File: config.mk
export PLATFORM = sky130hd
export DESIGN_NAME = redirect_unit
export DESIGN_NICKNAME = d
export VERILOG_FILES = /design/src/rtl/wisc_pkg.sv /design/src/rtl/sat_counter.sv /design/src/rtl/redirect_unit.sv
export SDC_FILE = /design/constraint.sdc
export NUM_CORES = 1
export LEC_CHECK = 0
export BUFFER_PORTS_ARGS = -buffer_cell sky130_fd_sc_hd__buf_2
export CAP_MARGIN = 20
export CORE_UTILIZATION = 30
export DETAILED_ROUTE_END_ITERATION = 8
export PLACE_DENSITY_LB_ADDON = 0.12
export SLEW_MARGIN = 15
export SYNTH_ARGS = -nofsm -noshare
export SYNTH_HDL_FRONTEND = slang
export SYNTH_SLANG_ARGS = --single-unit
File: constraint.sdc
create_clock -name clk -period 3.3 [get_ports clk]
set_input_delay 0.495 -clock clk [delete_from_list [all_inputs] [get_ports clk]]
set_output_delay 0.495 -clock clk [all_outputs]
set_load 0.05 [all_outputs]
File: src/rtl/wisc_pkg.sv
// Shared encodings for the WISC decode-stage redirect logic.
// Latency: n/a (constants and types only).
// Backpressure: n/a.
package wisc_pkg;

  // Branch opcodes on br_op; bit 2 set means "this is a conditional branch".
  localparam logic [2:0] BR_BEQZ = 3'b100;
  localparam logic [2:0] BR_BNEZ = 3'b101;
  localparam logic [2:0] BR_BLTZ = 3'b110;
  localparam logic [2:0] BR_BGEZ = 3'b111;

  // Redirect source codes reported on redir_sel.
  localparam logic [2:0] SEL_NONE  = 3'd0;
  localparam logic [2:0] SEL_JDISP = 3'd1;
  localparam logic [2:0] SEL_BR    = 3'd2;
  localparam logic [2:0] SEL_JR    = 3'd3;
  localparam logic [2:0] SEL_SIIC  = 3'd4;
  localparam logic [2:0] SEL_RTI   = 3'd5;

  // Operand forwarding sources.
  localparam logic [1:0] FWD_RS  = 2'd0;
  localparam logic [1:0] FWD_WB  = 2'd1;
  localparam logic [1:0] FWD_MEM = 2'd2;
  localparam logic [1:0] FWD_EX  = 2'd3;

  // Register-jump wait sequencer.
  typedef enum logic [1:0] {
    JR_IDLE = 2'd0,
    JR_WAIT = 2'd1,
    JR_LOAD = 2'd2
  } jr_state_e;

endpackage

File: src/rtl/sat_counter.sv
// Saturating event counter with synchronous clear (clear beats increment).
// Latency: count visible the cycle after inc.
// Backpressure: none; sticks at all-ones.
// Ports: clk, rst (async active-low), inc, clr, cnt.
module sat_counter #(
  parameter int CNT_W = 16
) (
  input  logic             clk,
  input  logic             rst,
  input  logic             inc,
  input  logic             clr,
  output logic [CNT_W-1:0] cnt
);

  localparam logic [CNT_W-1:0] ONE = {{(CNT_W-1){1'b0}}, 1'b1};

  always_ff @(posedge clk or negedge rst) begin
    if (!rst) begin
      cnt <= '0;
    end else if (clr) begin
      cnt <= '0;
    end else if (inc && (cnt != '1)) begin
      cnt <= cnt + ONE;
    end
  end

endmodule

File: src/rtl/redirect_unit.sv
// Decode-stage control-flow resolver: branches, jumps, JR/JALR, SIIC, RTI.
// Latency: redirect valid one cycle after resolve; JR after JR_LATENCY wait + load.
// Backpressure: redirect held until redir_ready; only SIIC/RTI overwrite a held one.
// Ports: decode controls (valid_d, stall_d, npc_d, br_op, jump, jump_reg, siic,
//   rti, imm, disp), operand sources (fwd_sel, rs/wb/mem/ex_data), alu_target,
//   epc, redir_ready, clr_cnt; outputs redir_valid/pc/sel, flush_fd, jr_busy,
//   br_cnt, taken_cnt.
module redirect_unit
  import wisc_pkg::*;
#(
  parameter int               WIDTH      = 16,
  parameter int               JR_LATENCY = 1,
  parameter int               CNT_W      = 16,
  parameter logic [WIDTH-1:0] EXC_VECTOR = 16'h0002
) (
  input  logic             clk,
  input  logic             rst,
  input  logic             valid_d,
  input  logic             stall_d,
  input  logic [WIDTH-1:0] npc_d,
  input  logic [2:0]       br_op,
  input  logic             jump,
  input  logic             jump_reg,
  input  logic             siic,
  input  logic             rti,
  input  logic [WIDTH-1:0] imm,
  input  logic [WIDTH-1:0] disp,
  input  logic [1:0]       fwd_sel,
  input  logic [WIDTH-1:0] rs_data,
  input  logic [WIDTH-1:0] wb_data,
  input  logic [WIDTH-1:0] mem_data,
  input  logic [WIDTH-1:0] ex_data,
  input  logic [WIDTH-1:0] alu_target,
  input  logic [WIDTH-1:0] epc,
  input  logic             redir_ready,
  input  logic             clr_cnt,
  output logic             redir_valid,
  output logic [WIDTH-1:0] redir_pc,
  output logic [2:0]       redir_sel,
  output logic             flush_fd,
  output logic             jr_busy,
  output logic [CNT_W-1:0] br_cnt,
  output logic [CNT_W-1:0] taken_cnt
);

  // Wait counter is sized for the legal latency range 1..4.
  localparam logic [1:0] JR_INIT = 2'(JR_LATENCY - 1);

  jr_state_e        state_q, state_d;
  logic [1:0]       wait_q, wait_d;
  logic             load_jr;

  logic [WIDTH-1:0] op;
  logic             taken;
  logic             go;
  logic             any_exc;
  logic             nonexc_req;
  logic             jr_req;
  logic             slot_free;
  logic             load_dec;
  logic             jr_start;
  logic [WIDTH-1:0] dec_pc;
  logic [2:0]       dec_sel;

  // Operand forwarding mux.
  always_comb begin
    op = rs_data;
    case (fwd_sel)
      FWD_WB:  op = wb_data;
      FWD_MEM: op = mem_data;
      FWD_EX:  op = ex_data;
      default: op = rs_data;
    endcase
  end

  // Branch condition; non-branch encodings never resolve taken.
  always_comb begin
    taken = 1'b0;
    case (br_op)
      BR_BEQZ: taken = (op == '0);
      BR_BNEZ: taken = (op != '0);
      BR_BLTZ: taken = op[WIDTH-1];
      BR_BGEZ: taken = ~op[WIDTH-1];
      default: taken = 1'b0;
    endcase
  end

  assign go         = valid_d & ~stall_d & (state_q == JR_IDLE);
  assign any_exc    = siic | rti;
  assign nonexc_req = taken | (jump & ~jump_reg);
  assign jr_req     = jump & jump_reg;
  assign slot_free  = ~redir_valid | redir_ready;

  // Exceptions always win the request register; everything else waits for a
  // free slot (empty, or being accepted this very edge) and is dropped otherwise.
  assign load_dec = go & (any_exc | (nonexc_req & slot_free));
  assign jr_start = go & ~any_exc & ~taken & jr_req & slot_free;

  // Priority: siic > rti > taken branch > immediate jump.
  always_comb begin
    dec_pc  = npc_d + disp;
    dec_sel = SEL_JDISP;
    if (siic) begin
      dec_pc  = EXC_VECTOR;
      dec_sel = SEL_SIIC;
    end else if (rti) begin
      dec_pc  = epc;
      dec_sel = SEL_RTI;
    end else if (taken) begin
      dec_pc  = npc_d + imm;
      dec_sel = SEL_BR;
    end
  end

  // Kill the wrong-path fetch in the resolve cycle, not a cycle later.
  assign flush_fd = (go & (any_exc | nonexc_req | jr_req)) | jr_busy | redir_valid;

  // JR sequencer: WAIT counts non-stalled cycles until alu_target is valid,
  // LOAD captures it into the request register on its closing edge.
  always_ff @(posedge clk or negedge rst) begin
    if (!rst) begin
      state_q <= JR_IDLE;
      wait_q  <= '0;
    end else begin
      state_q <= state_d;
      wait_q  <= wait_d;
    end
  end

  always_comb begin
    state_d = state_q;
    wait_d  = wait_q;
    load_jr = 1'b0;
    jr_busy = (state_q == JR_WAIT);
    case (state_q)
      JR_IDLE: begin
        if (jr_start) begin
          state_d = JR_WAIT;
          wait_d  = JR_INIT;
        end
      end
      JR_WAIT: begin
        if (!stall_d) begin
          if (wait_q == 2'd0) state_d = JR_LOAD;
          else                wait_d  = wait_q - 2'd1;
        end
      end
      JR_LOAD: begin
        load_jr = 1'b1;
        state_d = JR_IDLE;
      end
      default: state_d = JR_IDLE;
    endcase
  end

  // Held request register. The slot is always free in LOAD because a JR only
  // starts with a free slot and nothing else can load while the wait runs.
  always_ff @(posedge clk or negedge rst) begin
    if (!rst) begin
      redir_valid <= 1'b0;
      redir_pc    <= '0;
      redir_sel   <= SEL_NONE;
    end else if (load_jr) begin
      redir_valid <= 1'b1;
      redir_pc    <= alu_target;
      redir_sel   <= SEL_JR;
    end else if (load_dec) begin
      redir_valid <= 1'b1;
      redir_pc    <= dec_pc;
      redir_sel   <= dec_sel;
    end else if (redir_valid && redir_ready) begin
      redir_valid <= 1'b0;
      redir_sel   <= SEL_NONE;
    end
  end

  sat_counter #(.CNT_W(CNT_W)) u_br_cnt (
    .clk (clk),
    .rst (rst),
    .inc (go & br_op[2]),
    .clr (clr_cnt),
    .cnt (br_cnt)
  );

  sat_counter #(.CNT_W(CNT_W)) u_taken_cnt (
    .clk (clk),
    .rst (rst),
    .inc (go & taken),
    .clr (clr_cnt),
    .cnt (taken_cnt)
  );

endmodule
==> impl_results.md <==
- Syn nets: 654
- Port bufs: 212
- Status: complete, but fails checks
- Unique masters post-synth: 60
- TritonCTS Buffers: 5
- EDFF count, synth: 0
- Vert. Die Dim: 119 µm
- Via count: 4674
- Initial antenna violation count: 0
- Synthesized cell area: 0.00412 mm²
- CTS hold repair buffers: 0
- Ports: 213
- RR Startpoint: state_q[0]
- Total GRT Usage: 0.206
- VDD IR-drop max: 0.000222 V
- # rows: 42
- First-pass GRT wire length: 23.1 mm
- Die area: 0.0142 mm²
- Register area share after synthesis: 0.340
- Share of cells above drive strength 1: 0.459
- Sink Count: 56
- Predominant post-synthesis flop cell: dfrtp_1
- Half-perimeter wire length after placement: 11.7 mm
- Leading cell type in the layout, fill and taps excluded: buf_2
- CTS tree: built
- Cell-by-cell trace of the critical path: buf_6 -> or4_4 -> o311ai_4 -> o21ai_2 -> o41ai_4 -> mux2_4 -> buf_12 -> mux2_4 -> ha_4 -> a2111o_1 -> a21oi_4 -> nor3_2 -> a2111oi_2 -> mux2i_1 -> nand2_1 -> a221o_1
- Fin cells: 908
- Die Wd: 119 µm
- Worst EP arrival: 4.57 ns
- Fin crit share: 1.33
- Fin. max-slew vios: 0
- Least-Margin Pin Slew: 0.620 ns
- DR vias/cell: 5.15
- Worst-path fanout max: 8
- Latest clock arrival within the worst-skew pair: 0.29 ns
- Maxcap violations: 0
- CP Launch Type: input pin
- Placed cell area: 0.00580 mm²
- N_diodes: 0
- Most frequent cells in the layout: buf_2 (209), nand2_1 (56), dfrtp_1 (56), buf_4 (54), nor2_1 (36)
- Finished Cell Area: 0.00626 mm²
- Area grow syn2layout: 51.9%
- Failing checks: negative setup slack
- RSZ-0062 raised after global routing: yes
- Final TNS setup: -10.79 ns
- Setup Crit Path Kind: in2reg
- P per Cell Area: 376 mW/mm²
- Wirelength, routed: 14.8 mm
- Post-route antenna net violation count: 0
- DRT Pass-1 Iters: 4
- Grt total ovfl: 0
- CTS H-tree depth: 2
- DR DRC count: 0
- CTS root buffer: clkbuf_16
- Worst Path Required: 3.48 ns
- Clk_skew: 0.00564 ns
- Tot Pwr: 2.36 mW
- Placed cells: 894
- Worst setup startpoint: mem_data[8]
- Vias in the first global route: 4748
- Post-synthesis cell count: 475
- Setup crit end kind: flop
- Worst path slowest cell: or4_4
- Largest delay share family, worst path: compound AO/OA/AOI/OAI gates
- Initial Util: 0.309
- Hold Path Class: in2async
- Largest net degree at the start of global routing: 46
- Routability cong.: 0.841
- Peak Freq: 227 MHz
- Final setup vio count: 18
- Sequential Area: 0.00140 mm²
- CP peak stage delay: 0.54 ns
- Dpl ws: -1.50 ns
- Crit-path most repeated cell: mux2_4
- Avg Inst Size Synth: 8.68 µm²
- Total core area: 0.0133 mm²
- WP buf/inv: 2
- Final net count: 911
- Clock buffer depth: 2
- Post-synthesis sequential element count: 56
- Worst-path clk slew: 0.07 ns
- Crit path setup slack, layout: -1.10 ns
- Slew headroom: 0.587
- Synth warn: 0
- Fill count: 1325
- Fin crit period: 4.40 ns
- Initial drt markers: 175
- Ys async rst share: 1.00
- Final hold violation count: 0
- Wire length per cell after detailed routing: 16.3 µm
- Multi-input logic area: 0.00284 mm²
- Leakage: 3.16 nW
==> synthesized netlist by cell type, types with 6 or more instances <==
cell      count  area share
nand3_1      21       0.025
and3_1       14       0.021
a21o_1        7       0.013
nor3_1       10       0.012
a32oi_1       8       0.017
nand2b_1     10       0.015
a21oi_1      20       0.024
dfrtp_1      56        0.34
mux2i_1       6       0.015
inv_1        11       0.010
xor2_1       22       0.047
nor2_1       37       0.034
nand4_1      14       0.021
mux2_2       17       0.046
clkbuf_1     15       0.014
nor4_1       10       0.015
nand2_1      56       0.051
ha_1         19       0.058
or3_1         8       0.012
xnor2_1       9       0.019
o21ai_0      31       0.038
==> worst reg2reg max path: stages, from the launching register on <==
cell and delay (ns):
dfrtp_1 0.49, nor4b_1 0.43, buf_4 0.21, o311a_1 0.30
and4_1 0.34, nand2_1 0.21, or3_1 0.36, a21oi_1 0.15
==> through the flow <==
step                hold WS [ns]   util
floorplan                  0.199      -
global placement           0.497  0.435
detailed placement         0.499  0.435
CTS                        0.387  0.462
global route               0.257  0.469
finish                     0.215  0.469
==> what timing repair did <==
| item | CTS | global route |
|---|---|---|
| resized for setup | 33 | 14 |
| buffers inserted | 7 | 3 |
| setup endpoints to repair | 18 | 18 |
| pin swaps | 34 | 24 |
==> kinds of logic after synthesis <==
kind of cell | synth area share
buffers and inverters | 0.0322
AOI/OAI and AO/OA | 0.179
xor gates and xnor gates | 0.0658
adders and majority gates | 0.0625
DFF | 0.340
and+or+nand+nor | 0.254
muxes | 0.0664
==> flip-flops by register name, summed over array words and instances, names as in the netlist <==
register / flops
redir_pc: 16
redir_sel: 3
redir_valid: 1
state_q: 2
u_br_cnt.cnt: 16
u_taken_cnt.cnt: 16
wait_q: 2
==> power by group <==
group | internal [mW] | switching [mW]
Clock | 0.431 | 0.246
Combinational | 0.394 | 0.521
Sequential | 0.731 | 0.0326
==> per-layer routing <==
layer | wire length, µm | track usage | share of wire | vias up
met3 | 1020 | 0.0489 | 0.069 | 15
li1 | - | - | - | 2274
met5 | 0 | 0 | 0 | -
met1 | 5910 | 0.229 | 0.40 | 2224
met2 | 7640 | 0.390 | 0.52 | 161
met4 | 211 | 0.0483 | 0.014 | 0
==> area by class of cell <==
type / count / area share
repair buffers: 271 / 0.251
multi-input cells: 387 / 0.454
clock inverters: 2 / 0.00959
inverters: 11 / 0.00659
well taps: 176 / 0.0352
clock buffers: 5 / 0.0200
flip-flops and latches: 56 / 0.224
==> worst paths after layout <==
check | endpoint | slack [ns] | cells after the start
max | redir_pc[13] | -1.10 | 16
max reg2reg | u_br_cnt.cnt[9] | 0.75 | 7
max in group asynchronous | u_taken_cnt.cnt[10] | 2.52 | 2
min in group clk | redir_pc[9] | 0.39 | 3
min reg2reg | redir_pc[9] | 0.51 | 2
min | u_br_cnt.cnt[6] | 0.21 | 1
No activity file was read; power rests on OpenSTA's default activity.
